## src/rtl/irq_arb.sv

```systemverilog
// rtl/irq_arb.sv - fixed-priority N-channel interrupt arbiter for the 65C02 control path
// Edge/level, maskable/non-maskable channels; one take per sync, held off until done.
module irq_arb #(
  parameter int         N         = 2,
  parameter logic [7:0] NMI_MASK  = 8'h01,
  parameter logic [7:0] EDGE_MASK = 8'h01,
  parameter logic [7:0] VEC_BASE  = 8'hFA,
  parameter logic [7:0] VEC_STEP  = 8'h04
) (
  input  logic         clk,
  input  logic         reset,
  input  logic [N-1:0] irq_in,
  input  logic         I,
  input  logic         sync,
  input  logic         rdy,
  input  logic         done,
  output logic         take,
  output logic         busy,
  output logic [2:0]   src,
  output logic [7:0]   vec,
  output logic [N-1:0] pend
);

  localparam logic [N-1:0] NMI = NMI_MASK[N-1:0];
  localparam logic [N-1:0] EDG = EDGE_MASK[N-1:0];

  typedef enum logic {IDLE = 1'b0, SERV = 1'b1} state_t;
  state_t state, state_nxt;

  logic [N-1:0] prev, latch, request, eligible, clr;
  logic [2:0]   win;
  logic         any;

  assign request  = (EDG & latch) | (~EDG & irq_in);
  assign eligible = request & (NMI | {N{~I}});
  assign any      = |eligible;
  assign pend     = latch;

  // Scan downwards so the lowest-index eligible channel is the last assignment.
  always_comb begin
    win = '0;
    for (int k = N - 1; k >= 0; k--)
      if (eligible[k]) win = 3'(k);
  end

  always_comb begin
    clr = '0;
    for (int k = 0; k < N; k++)
      clr[k] = take && (win == 3'(k));
  end

  always_ff @(posedge clk or negedge reset) begin
    if (!reset) state <= IDLE;
    else        state <= state_nxt;
  end

  always_comb begin
    state_nxt = state;
    case (state)
      IDLE:    if (take) state_nxt = SERV;
      SERV:    if (done) state_nxt = IDLE;
      default: state_nxt = IDLE;
    endcase
  end

  always_comb begin
    busy = (state == SERV);
    take = (state == IDLE) && any && sync && rdy;
  end

  // prev resets high so a line already asserted at reset release is not seen as an edge;
  // a fresh rising edge in the consuming cycle re-sets the latch.
  always_ff @(posedge clk or negedge reset) begin
    if (!reset) begin
      prev  <= '1;
      latch <= '0;
      src   <= '0;
      vec   <= VEC_BASE;
    end else begin
      prev  <= irq_in;
      latch <= EDG & ((irq_in & ~prev) | (latch & ~clr));
      if (take) begin
        src <= win;
        vec <= VEC_BASE + 8'(win) * VEC_STEP;
      end
    end
  end

endmodule

```

## config.mk

```make
export PLATFORM = sky130hd
export DESIGN_NAME = irq_arb
export DESIGN_NICKNAME = d
export VERILOG_FILES = /design/src/rtl/irq_arb.sv
export SDC_FILE = /design/constraint.sdc
export NUM_CORES = 1
export LEC_CHECK = 0
export CORE_AREA = 2 2 39 41
export DETAILED_ROUTE_END_ITERATION = 8
export DIE_AREA = 0 0 41 43
export PLACE_DENSITY = 0.6
export SYNTH_ARGS = -nofsm -noshare
export SYNTH_HDL_FRONTEND = slang
export SYNTH_SLANG_ARGS = --single-unit
```

## constraint.sdc

```tcl
create_clock -name clk -period 1.25 [get_ports clk]
set_input_delay 0.375 -clock clk [delete_from_list [all_inputs] [get_ports clk]]
set_output_delay 0.375 -clock clk [all_outputs]
set_load 0.005 [all_outputs]
```

==> results of run 1 <==
final timing paths:
kind                            startpoint       to  slack [ps]
worst max-delay path                  busy     take        -200
worst min-delay path                 reset     busy         340
worst max register to register     pend[0]     busy         200
worst min register to register     pend[0]   vec[2]         540
max in group asynchronous            reset  prev[0]         670
min in group clk                   pend[0]   vec[2]         540
per-layer routing:
metal | part of all wire | global-route usage | vias up
li1 | - | - | 105
met1 | 0.27 | 0.0489 | 93
met2 | 0.59 | 0.116 | 11
met3 | 0.13 | 0.0314 | 0
met4 | 0 | 0.0800 | 0
met5 | 0 | 0 | -
where the power goes:
group / switching (W) / leakage (nW) / internal, W
logic: 0.0000551 / 0.180 / 0.000108
registers: 0.0000119 / 0.0472 / 0.000150
clock network: 0.0000508 / 0.0150 / 0.000120
total: 0.000118 / 0.243 / 0.000377
cell families after synthesis:
logic type	after synthesis
AO/OA/AOI/OAI	5
other	2
flip-flops	4
AND/OR/NAND/NOR	2
buffers and inverters	14
cell type report:
| class | instances | area [um2] |
|---|---|---|
| timing repair buffer | 20 | 174 |
| fill | 163 | 958 |
| inverter | 3 | 11.3 |
| multi-input combinational | 17 | 92.6 |
| clock buffer | 4 | 26.3 |
| sequential | 4 | 101 |
| tap | 16 | 20.0 |
through the flow:
step	hold WS, ps	setup TNS (ps)	std cells	area [um2]	setup WS (ps)
2_1_floorplan	79.4	0	35	280	95.2
5_1_grt	328	-387	64	425	-254
3_5_place_dp	546	-1250	56	368	-777
3_3_place_gp	534	-1210	56	368	-779
6_report	336	-263	64	425	-196
4_1_cts	333	-215	62	398	-215
critical path, delay by kind of cell (launching register included):
| kind | cells | cell delay, ps |
|---|---|---|
| AOI/OAI and AO/OA | 1 | 130 |
| buffers and inverters | 1 | 110 |
| DFF | 1 | 370 |
| and+or+nand+nor | 1 | 240 |
cell usage after synthesis:
cell type  instances
a21o_1             1
a21oi_1            2
and3b_2            1
buf_4             11
conb_1             2
dfrtp_1            3
dfstp_2            1
inv_1              3
nor2b_1            1
o21a_1             1
o22ai_1            1
cells in the final DEF (no fill, tap or decap):
master	n
a21o_1	1
a21oi_1	2
and3b_2	1
buf_2	2
buf_4	5
buf_6	5
clkbuf_1	1
clkbuf_2	1
clkbuf_4	3
clkdlybuf4s50_1	3
conb_1	10
dfrtp_1	3
dfstp_2	1
dlygate4sd2_1	4
inv_1	3
nor2b_4	1
o21a_1	1
o22ai_1	1
registers in the layout, indices dropped and copies added (netlist names):
| signal | count |
|---|---|
| pend | 1 |
| vec | 1 |
| busy | 1 |
| prev | 1 |
what timing repair did:
| action | 4_1_cts | 5_1_grt |
|---|---|---|
| pin swaps | 2 | 0 |
| setup buffers | 3 | 2 |
| resized for setup | 25 | 5 |
| cloned | 0 | 0 |
| setup endpoints to repair | 5 | 5 |
==> flow_summary.ini, run 1 <==
[power_and_ir_drop]
power_per_cell_area_nw_per_um2 = 1160
p_leak_nw = 0.243
ir_drop_v = 0.000275
p_total_w = 0.000495

[floorplan]
fp.dieArea_um2 = 1760
die_w_um = 41
rows = 14
ios = 23
initial_utilization = 0.181
core_um2 = 1380
fp.dieH_um = 43

[logic_synthesis]
postSynthCellCount = 27
synth-simple-area-share = 0.0650
synth_seq_cells = 4
synth_cell_types = 11
netlist_area_um2 = 250
synth_xor_area_frac = 0
syn_avg_cell_area_um2 = 9.27
yosys_warnings = 0
seq_area_frac_synth = 0.405
synth_top_family_by_area = buffers and inverters
synth_compound_area_frac = 0.125
synthAdderAreaFrac = 0
synth.area.mux_share = 0
yosysTopAreaCellShare = 0.330
synthTopCellsByArea = buf_4 33%, dfrtp_1 30%, dfstp_2 11%
yosysTopAreaCell = buf_4

[finish]
diodes = 0
final_util = 0.307
drive_above_1_share = 0.396
area_growth_pct = 70.0
finalNetCount = 57

[clocking]
clk_pin_slew_ps = 40
cts-buffers-inserted = 3
cts.sinks = 4
cts_max_path_buffers = 2
cts_max_level = 1
clock_latency_ps = 230
holdBufCountCts = 0
cts_root_buffer = clkbuf_4
cts_tree = yes

[grt]
grt_pass1_vias = 203
grt_pass1_wl_um = 752
overflow = 0
globalRouteTotalUtil = 0.0706
grt_max_degree = 5
grt_antenna_before_repair = 0

[sta]
timing.final.crit_share = 1.16
hold_viol_final = 0
max_freq_ghz = 0.691
finClkSkew_ps = 7.84
rsz0062_at_grt = true
drv_slew = 0
setup_viol = 2
setup_slack_ps = -196
period_needed_ps = 1450

[critical_path]
worst_setup_path_start_kind = flop
worst_ep_required_time_ps = 880
path_class = reg2out
critPathArrivalTime_ps = 1070
cp_slowest_cell = dfrtp_1
slowest_delay_ps = 370
worstPathCellList = and3b_2 -> o21a_1 -> buf_2
cp-end-kind = output port
cp_max_fo = 2
rr_worst_depth = 4

[placed_design]
port-buffer-count = 12
hpwl_um = 366
place.gp.congestion = 0.564

[route]
drt_first_pass_iters = 2
wire_per_inst_um = 7.67
num_vias = 209
vias_per_cell = 3.27
routed_wl_um = 491
antenna_left = 0
drc_errors = 0
drtIter0Drc = 1

[run_status]
violations = setup timing
status = finished with violations

[run]
maxCapViolCount = 0

[hold_path]
hold_class = in2async
(Power assumes the default switching activity.)
==> inputs of run 2 (changes only) <==
==> constraint.sdc (replaced) <==
create_clock -name clk -period 1.25 [get_ports clk]
set_input_delay 0.375 -clock clk [delete_from_list [all_inputs] [get_ports clk]]
set_output_delay 0.375 -clock clk [all_outputs]
set_load 0.1 [all_outputs]
==> run 2 against run 1 <==
Effect of this change:
- the run still ends with setup timing left
- maximum frequency shrank 11%
- core utilization grew 4.3 points
- total power grew 80%
- first-iteration DRC count shrank 100%
- non-clock buffer count decreased by 1
- via count decreased by 0.48%
- largest cell class unchanged
- largest power group is now combinational cells
- highest routed layer unchanged
==> flow_summary.ini, run 2 (synthesis gave the netlist of run 1 again) <==
[sta]
hold_viol_final = 0
setup_slack_ps = -376
finClkSkew_ps = 6.07
fin_tns_setup_ps = -675
timing.final.crit_share = 1.30
setup_viol = 5
period_needed_ps = 1630
max_freq_ghz = 0.615
drv_slew = 0
holdWs_ps = 333
rsz0062_at_grt = true

[finish]
area_growth_pct = 94.0
final_common_cell = conb_1
diodes = 0
final_cell_mix = 10 x conb_1, 7 x buf_4, 5 x buf_12
fillerInstances = 147
finalNetCount = 56
drive_above_1_share = 0.468

[grt]
grt_antenna_before_repair = 0
grt_pass1_vias = 212
grt_max_degree = 5
overflow = 0
grt_pass1_wl_um = 848
globalRouteTotalUtil = 0.0777

[hold_path]
hold_class = in2async

[clocking]
cts_max_level = 1
cts.sinks = 4
cts_max_path_buffers = 2
cts_root_buffer = clkbuf_4
clk_pin_slew_ps = 40
cts_tree = yes
clock_latency_ps = 240
cts-buffers-inserted = 3

[floorplan]
fp.dieH_um = 43
rows = 14
fp.dieArea_um2 = 1760
core_um2 = 1380
ios = 23
die_w_um = 41
initial_utilization = 0.181

[run_status]
status = finished with violations
violations = setup timing

[route]
wire_per_inst_um = 8.52
drtIter0Drc = 0
routed_wl_um = 537
num_vias = 208
vias_per_cell = 3.30
drt_first_pass_iters = 1
antenna_left = 0
drc_errors = 0

[power_and_ir_drop]
p_leak_nw = 0.252
p_total_w = 0.000894
power_per_cell_area_nw_per_um2 = 1840
ir_drop_v = 0.000741

[placed_design]
port-buffer-count = 12
place.gp.congestion = 0.639
hpwl_um = 403

[critical_path]
critPathArrivalTime_ps = 1250
cp-end-kind = output port
worst_ep_required_time_ps = 880
worst_setup_path_start_kind = flop
cp_max_fo = 2
path_class = reg2out

[run]
maxCapViolCount = 0
==> run 2: layer usage <==
| metal | up-vias | GRT usage | routed length (um) |
|---|---|---|---|
| met5 | - | 0 | 0 |
| met4 | 0 | 0.0600 | 0 |
| met3 | 0 | 0.0366 | 56 |
| met2 | 12 | 0.125 | 307 |
| met1 | 95 | 0.0686 | 173 |
| li1 | 101 | - | - |
==> run 2: worst max-delay path, cell delays in order (launching register included) <==
cell     delay (ps)
dfrtp_4         460
and3b_2         250
o21a_4          140
buf_12          170
==> run 2: worst paths after layout <==
kind                       slack, ps  endpoint  depth (start not counted)  startpoint
setup / recovery                -380      take                          3        busy
hold / removal                   330    vec[2]                          1       reset
setup reg to reg                  30      busy                          5        busy
hold reg to reg                  550   pend[0]                          1     prev[0]
max in group asynchronous        670   prev[0]                          1       reset
min in group clk                 550   pend[0]                          1     prev[0]
==> run 2: report_power, final <==
part | internal [W] | switching (W)
Sequential | 0.000158 | 0.0000189
Clock | 0.000120 | 0.0000618
Combinational | 0.000159 | 0.000375
==> run 2: per-stage QoR <==
stage	worst slack (ps)	util	cells	instance area [um2]
detailed placement	-520	0.319	57	442
floorplan	-367	-	35	304
finish	-376	0.351	63	485
global route	-424	0.351	63	485
global placement	-481	0.319	57	442
CTS	-385	0.351	63	485
==> run 2: final cells by class <==
type                       count  area, um2  area share
timing repair buffer          19        218       0.448
clock buffer                   4       26.3      0.0541
multi-input combinational     17        100       0.206
inverter                       3       11.3      0.0232
sequential                     4        110       0.227
tap                           16       20.0      0.0412
==> run 2: timing repair <==
item / in CTS / in global routing
hold buffers: 0 / 0
pin swaps: 2 / 0
cloned: 0 / 0
setup endpoints to repair: 6 / 6
setup buffers: 3 / 0
resized for setup: 6 / 0
